**config.mk**
```make
export PLATFORM = sky130hd
export DESIGN_NAME = bcrypt_key_storage_b
export DESIGN_NICKNAME = d
export VERILOG_FILES = /design/src/rtl/bcrypt_key_storage_b.sv
export SDC_FILE = /design/constraint.sdc
export NUM_CORES = 1
export LEC_CHECK = 0
export CORE_MARGIN = 2
export CORE_UTILIZATION = 60
export CTS_CLUSTER_DIAMETER = 80
export DETAILED_ROUTE_END_ITERATION = 16
export GPL_TIMING_DRIVEN = 1
export PLACE_DENSITY_LB_ADDON = 0.1
export SETUP_SLACK_MARGIN = 0.02
export SYNTH_ARGS = -nofsm -noshare
export SYNTH_HDL_FRONTEND = slang
export SYNTH_SLANG_ARGS = --single-unit
```
**constraint.sdc**
```tcl
create_clock -name CLK -period 3.6 [get_ports CLK]
set_input_delay 0.54 -clock CLK [delete_from_list [all_inputs] [get_ports CLK]]
set_output_delay 0.54 -clock CLK [all_outputs]
set_load 0.05 [all_outputs]
```
**src/rtl/bcrypt_key_storage_b.sv**
```systemverilog
// Double-buffered key byte store: streams a key into one bank, zero-terminates it,
// and presents completed keys to the expanded-key builder with an async byte read port.
module bcrypt_key_storage_b #(
    parameter int KEY_LEN = 72,
    localparam int AW = $clog2(KEY_LEN)
) (
    input  logic          CLK,
    input  logic          rst,
    input  logic [7:0]    in_data,
    input  logic          in_wr_en,
    input  logic          in_last,
    input  logic          in_sign_ext,
    output logic          in_full,
    input  logic [AW-1:0] rd_addr,
    output logic [7:0]    dout,
    output logic          word_empty,
    input  logic          word_set_empty,
    output logic          sign_extension_bug
);

    localparam logic [1:0] W_DATA = 2'd0;
    localparam logic [1:0] W_TERM = 2'd1;
    localparam logic [1:0] W_SKIP = 2'd2;

    localparam logic [AW-1:0] LAST_DATA_PTR = AW'(KEY_LEN - 2);

    logic [7:0]    mem [2][KEY_LEN];

    logic [1:0]    state_reg, state_next;
    logic [AW-1:0] wr_ptr_reg, wr_ptr_next;
    logic          skip_pending_reg, skip_pending_next;
    logic          flag_latch_reg, flag_latch_next;
    logic          wr_bank_reg, rd_bank_reg;
    logic [1:0]    full_reg;
    logic [1:0]    flag_reg;

    logic          accept;
    logic          release_bank;
    logic          commit;
    logic          commit_flag;
    logic          mem_we;
    logic [7:0]    mem_wdata;

    assign in_full = ((state_reg == W_DATA) && full_reg[wr_bank_reg]) || (state_reg == W_TERM);
    assign accept  = in_wr_en && !in_full;

    // Release is only honoured when the read bank really holds a key.
    assign release_bank       = word_set_empty && full_reg[rd_bank_reg];
    assign word_empty         = !full_reg[rd_bank_reg];
    assign sign_extension_bug = flag_reg[rd_bank_reg];

    always_comb begin
        state_next        = state_reg;
        wr_ptr_next       = wr_ptr_reg;
        skip_pending_next = skip_pending_reg;
        flag_latch_next   = flag_latch_reg;
        mem_we            = 1'b0;
        mem_wdata         = in_data;
        commit            = 1'b0;
        commit_flag       = flag_latch_reg;
        case (state_reg)
            W_DATA: begin
                if (accept) begin
                    mem_we = 1'b1;
                    if (wr_ptr_reg == '0) begin
                        flag_latch_next = in_sign_ext;
                    end
                    if (in_data == 8'h00) begin
                        // A zero byte is its own terminator: commit without a W_TERM cycle.
                        commit      = 1'b1;
                        commit_flag = (wr_ptr_reg == '0) ? in_sign_ext : flag_latch_reg;
                        state_next  = in_last ? W_DATA : W_SKIP;
                    end else begin
                        wr_ptr_next = wr_ptr_reg + 1'b1;
                        if (in_last) begin
                            state_next        = W_TERM;
                            skip_pending_next = 1'b0;
                        end else if (wr_ptr_reg == LAST_DATA_PTR) begin
                            state_next        = W_TERM;
                            skip_pending_next = 1'b1;
                        end
                    end
                end
            end
            W_TERM: begin
                mem_we     = 1'b1;
                mem_wdata  = 8'h00;
                commit     = 1'b1;
                state_next = skip_pending_reg ? W_SKIP : W_DATA;
            end
            W_SKIP: begin
                if (accept && in_last) begin
                    state_next = W_DATA;
                end
            end
            default: begin
                state_next = W_DATA;
            end
        endcase
        if (commit) begin
            wr_ptr_next = '0;
        end
    end

    always_ff @(posedge CLK) begin
        if (rst) begin
            state_reg        <= W_DATA;
            wr_ptr_reg       <= '0;
            skip_pending_reg <= 1'b0;
            flag_latch_reg   <= 1'b0;
            wr_bank_reg      <= 1'b0;
            rd_bank_reg      <= 1'b0;
        end else begin
            state_reg        <= state_next;
            wr_ptr_reg       <= wr_ptr_next;
            skip_pending_reg <= skip_pending_next;
            flag_latch_reg   <= flag_latch_next;
            wr_bank_reg      <= wr_bank_reg ^ commit;
            rd_bank_reg      <= rd_bank_reg ^ release_bank;
        end
    end

    // Commit and release always target different banks, so per-bank priority is safe.
    generate
        for (genvar gi = 0; gi < 2; gi++) begin : g_bank
            always_ff @(posedge CLK) begin
                if (rst) begin
                    full_reg[gi] <= 1'b0;
                    flag_reg[gi] <= 1'b0;
                end else if (commit && (wr_bank_reg == 1'(gi))) begin
                    full_reg[gi] <= 1'b1;
                    flag_reg[gi] <= commit_flag;
                end else if (release_bank && (rd_bank_reg == 1'(gi))) begin
                    full_reg[gi] <= 1'b0;
                end
            end
        end
    endgenerate

    always_ff @(posedge CLK) begin
        if (mem_we) begin
            mem[wr_bank_reg][wr_ptr_reg] <= mem_wdata;
        end
    end

    assign dout = (int'(rd_addr) < KEY_LEN) ? mem[rd_bank_reg][rd_addr] : 8'h00;

endmodule

```
Word-level counts from Yosys, hierarchy flattened
Memory sizes are Yosys's and may differ from the RTL's. A register that Yosys moved wholly into a read port is not among the register bits.
Index checks and enable logic that the tools add are counted.
{"block": "op_classes", "addsub": 1, "magnitude_cmp": 6, "eq_ne": 6, "muxes": 39, "n_bitwise": 7, "n_reduce_logical": 23}
{"op": "two-way mux 576 bit", "n": 1}
{"op": "binary-select mux 8 bit (select 7 bit)", "n": 1}
{"op": "demux 8 bit (select 7 bit)", "n": 1}
{"op": "two-way mux 8 bit", "n": 5}
{"op": "two-way mux 1 bit", "n": 21}
{"op": ">= comparator 8 bit, second input constant", "n": 2}
{"op": "inverter 7 -> 8 bit", "n": 2}
{"op": "two-way mux 2 bit", "n": 7}
{"op": "logical AND 1 bit", "n": 9}
{"op": "logical NOT 8 bit", "n": 1}
{"op": "< comparator 8 x 1 -> 1 bit, second input constant", "n": 1}
{"op": "adder 7 x 1 -> 7 bit, second input constant", "n": 1}
{"op": "equality test 7 bit, second input constant", "n": 1}
{"op": "logical NOT 7 bit", "n": 1}
{"op": "< comparator 7 bit, second input constant", "n": 1}
{"op": "case mux 2 bit (3 select lines)", "n": 1}
{"op": "AND reduction 3 bit", "n": 2}
{"op": "nonzero test 2 bit", "n": 3}
{"op": "< comparator 1 x 2 -> 1 bit, second input constant", "n": 2}
{"op": "!= test 2 bit, second input constant", "n": 2}
{"op": "!= test 4 x 2 -> 1 bit, second input constant", "n": 1}
{"op": "case mux 1 bit (2 select lines)", "n": 2}
{"op": "AND reduction 4 bit", "n": 1}
{"op": "inverter 1 bit", "n": 3}
{"op": "other kinds (8)", "n": 10}
{"block": "totals", "ff_bits": 17, "ramBits": 1152, "inputBits": 21, "out_inout_bits": 11, "word_cells": 93, "n_memories": 1}
{"name": "mem", "words": 2, "word_bits": 576, "read_ports": 1, "rd_clocked_by_memory_dff": 1, "write_ports": 1, "line_no": "27", "source": "logic [7:0] mem [2][KEY_LEN];"}

Logic depth before layout (Yosys ltp)
{"block": "logic_depth", "ltp_word": 10, "depth_mapped": 12, "depth_no_buf": 8}

Worst setup path before layout
Ideal clock, no wire load.
{"block": "synth_path", "path_kind": "in2out", "from": "input port rd_addr[0]", "to": "output port dout[4]", "arrival_ns": 3.103, "required_time_ns": 3.060, "slack_ns": -0.043, "stages": 10, "path_buffers": 5, "path_cell_list": "buf_4 buf_4 buf_2 buf_2 buf_2 a221oi_1 o21ai_0 o21ai_0 nor3_1 a211oi_1"}
{"block": "synth_between", "elab_chain_len": 5, "word_cells_on_any_way": 6, "cone_classes": "order compare: 1; mux: 4; bitwise: 1"}
{"element": "start, declared", "line_no": "14", "source": "input logic [AW-1:0] rd_addr,"}
{"element": "inverter 7 -> 8 bit (not written as such)", "line_no": "146", "source": "assign dout = (int'(rd_addr) < KEY_LEN) ? mem[rd_bank_reg][rd_addr] : 8'h00;"}
{"element": "binary-select mux 8 bit (select 7 bit)", "line_no": "146"}
{"element": "two-way mux 8 bit (not written as such) (2 in series)", "line_no": "146"}
{"element": "two-way mux 8 bit (*)", "line_no": "146"}
{"element": "end, declared", "line_no": "15", "source": "output logic [7:0] dout,"}
Mark *: on every way between the ends. The rest lies on a longest branch, timed or not. The select of a mux whose other input is x is not followed.

==> results_dict.tcl <==
set metrics [dict create \
    outcome "finished with violations" \
    violations "negative setup slack" \
    routed_via_density 6.397 \
    finalSetupTns_ns -2.247 \
    drc_errors 0 \
    use_met1_pct 43.56 \
    clock_sinks 1169 \
    power.total_mw 29.10 \
    relSlewSlack_pct 36.46 \
    fin_crit_ns 3.957 \
    power.density_nw_per_um2 524.0 \
    final_cell_area_um2 55530 \
    critPathKind "reg2out" \
    diodes 0 \
    worstPathArrival_ns 3.42 \
    cp_slowest_cell "mux4_2" \
    clkTransAtPathRegs_ns 0.06 \
    hold_viol 0 \
    cts_hold_buf 0 \
    critPathLaunchType "register" \
    setup_violations 8 \
    fin_nets 2901 \
    synth-edff-count 1152 \
    cap_violations 0 \
    drt_iter0_markers 3193 \
    grt_busiest_layer "met2" \
    max_freq_mhz 252.7 \
    post-place-ws_ns -0.6244 \
    gp_congestion 0.9149 \
    crit_path_end_kind "output port" \
    antenna_found_initial 3 \
    die_x_um 281.6 \
    syn_area_um2 46220 \
    dominantRegCellSynth "edfxtp_1" \
    path_buf_inv 5 \
    min_period_over_period_pct 109.9 \
    first_global_vias 25300 \
    ys_seq_elements 1169 \
    clkLatencyLatePin_ns 0.68 \
    place_area_um2 50280 \
    yosysWarnings 0 \
    ioPinCount 32 \
    dieArea_um2 79280 \
    syn_avg_cell_area_um2 18.96 \
    worstPathCellList "buf_12 -> buf_12 -> mux4_2 -> mux4_2 -> nor2_4 -> buf_6 -> a211oi_4 -> nor4_2 -> buf_4 -> nor3_4 -> buf_8" \
    die_h_um 281.6 \
    vdd_drop_max_uv 450.6 \
    ys_types 59 \
    avgRoutedWirePerCell_um 30.33 \
    grt_use_met3_pct 7.855 \
    power.leakage_nw 18.42 \
    numCtsBuffers 112 \
    root_buffer "clkbuf_16" \
    grt_pass1_wl_um 174200 \
    grt_util_all_layers_pct 31.17 \
    crit_fanout 6 \
    tritoncts "done" \
    drv_slew 0 \
    dr.pass1.iters 6 \
    overflow 0 \
    yosysSeqAreaShare_pct 75.57 \
    grt.met2_usage_pct 48.03 \
    rows 101 \
    wl_um 121100 \
    htreeDepth 3 \
    start_util_pct 60.76 \
    rsz0062_at_grt "yes" \
    vias 25540 \
    grt_max_degree 88 \
    tightestPinTransition_ns 0.9496 \
    place_hpwl_um 76440 \
    worst_slack_ns -0.3566 \
    portBuffers 31 \
    postRouteAntennaNets 0 \
    critical_path_required_ns 3.06 \
    async_flop_share_pct 0 \
    syn_nets 2464 \
    crit_family "multiplexers" \
    max_stage_delay_ns 0.54 \
    hold_path.class "reg2reg" \
    coreArea_um2 76080 \
    area_growth_pct 20.13 \
    largest_reg_flops 1152 \
    netlist_instances 2438 \
    ctsLongestPathBuffers 3 \
    drive_above_1_share_pct 29.63 \
    finClkSkew_ns 0.01666 \
]
[report_power, final]
part           internal (mW)  leakage, nW  switching [mW]  total (mW)
clock network           6.71         1.75            4.92        11.6
logic                  0.895         6.13            1.40        2.29
registers               15.1         10.5          0.0242        15.2
[final timing paths]
kind	start	to	slack [ns]	cells past startpoint
setup / recovery	rd_bank_reg	dout[0]	-0.36	11
hold / removal	flag_reg[0]	flag_reg[0]	0.49	2
setup reg to reg	wr_bank_reg	mem[1][157]	0.88	6
hold reg to reg	flag_reg[0]	flag_reg[0]	0.49	2
[cells by family (layout without fill, tap and decap cells)]
group	after synthesis	count (layout)	share of synthesized area, %
multiplexers	473	473	14.73
AO/OA/AOI/OAI	230	230	3.535
adder cells (fa/ha/maj)	5	5	0.1353
buffers and inverters	147	672	1.927
AND/OR/NAND/NOR	409	409	4.003
XOR/XNOR	5	5	0.09473
flip-flops	1169	1169	75.57
[worst reg2reg max path, delay by kind of cell (launching register included)]
kind	cells	cell delay (ns)
AND/OR/NAND/NOR	3	1.03
AO/OA/AOI/OAI	1	0.29
buffers and inverters	2	0.60
flip-flops	1	0.52
[cells in the mapped netlist, types with 5 or more instances]
library cell,number,area [um^2]
mux2_2,8,90.09
o22ai_1,5,31.28
nand2_1,59,221.5
a22oi_1,105,788.3
edfxtp_1,1152,34590
nor2_1,196,735.7
nand3_1,66,330.3
a221oi_1,17,148.9
nor4_1,7,43.79
a2bb2oi_1,6,52.55
buf_6,23,259.0
a21oi_1,33,165.2
nand2b_1,6,37.54
nor3_1,15,75.07
inv_1,11,41.29
a31oi_1,13,81.33
buf_2,39,195.2
a211oi_1,13,97.59
mux2i_1,300,3003
a2111oi_0,8,70.07
buf_4,23,172.7
o21ai_0,15,75.07
dfxtp_1,17,340.3
ha_1,5,62.56
and2_1,19,118.9
nor2b_1,19,118.9
clkbuf_1,42,157.7
mux4_2,165,3716
[cells in the final DEF (no fill, tap or decap), types with 6 or more instances in the layout]
cell | synthesis | final
nand3_1 | 66 | 53
bufinv_16 | 0 | 12
clkbuf_1 | 42 | 24
buf_6 | 23 | 16
buf_12 | 1 | 33
a211oi_1 | 13 | 7
mux2i_1 | 300 | 291
nor2_1 | 196 | 188
clkinv_1 | 0 | 27
a21oi_1 | 33 | 32
and2_1 | 19 | 8
a221oi_2 | 0 | 8
inv_1 | 11 | 11
dfxtp_1 | 17 | 16
a221oi_1 | 17 | 7
nor2_2 | 3 | 6
a31oi_1 | 13 | 12
nand3_2 | 0 | 9
a2111oi_4 | 0 | 8
nand2_1 | 59 | 56
o21ai_0 | 15 | 7
and2_4 | 0 | 10
clkdlybuf4s50_1 | 0 | 20
a211oi_4 | 0 | 6
nor3_4 | 1 | 9
buf_16 | 0 | 11
clkinv_2 | 0 | 14
mux2i_2 | 0 | 6
buf_8 | 1 | 11
a22oi_1 | 105 | 100
nor2b_1 | 19 | 13
clkbuf_16 | 0 | 118
mux4_2 | 165 | 165
buf_4 | 23 | 359
edfxtp_1 | 1152 | 1152
[stage by stage]
step	utilization, %	instances	hold slack [ns]
floorplan	-	2438	0.4627
global placement	66.09	3744	0.4765
detailed placement	66.09	3745	0.4912
CTS	72.26	3968	0.5001
global route	72.99	3993	0.5172
finish	72.99	3993	0.4939
[routing by layer]
layer  routed length [um]  share of wire, %  up-vias
met5                   37             0.031        -
met4                 4615               3.8        6
met3                11940               9.9      236
met2                57400                47     1364
met1                47110                39    13190
li1                     -                 -    10750
[timing repair]
item | 4_1_cts | 5_1_grt
gates resized for setup | 140 | 67
endpoints found under the setup margin | 8 | 8
buffers inserted | 18 | 28
pin swaps | 26 | 29
cloned | 9 | 3
[area by class of cell]
| class | count | area (um^2) |
|---|---|---|
| Sequential cell | 1169 | 34940 |
| Tap cell | 1030 | 1289 |
| Inverter | 12 | 50.05 |
| Multi-Input combinational cell | 1122 | 11250 |
| Timing Repair Buffer | 458 | 4395 |
| Clock inverter | 61 | 608.1 |
| Fill cell | 4541 | 20550 |
| Clock buffer | 141 | 2995 |
Power figures use the tool's default switching activity.
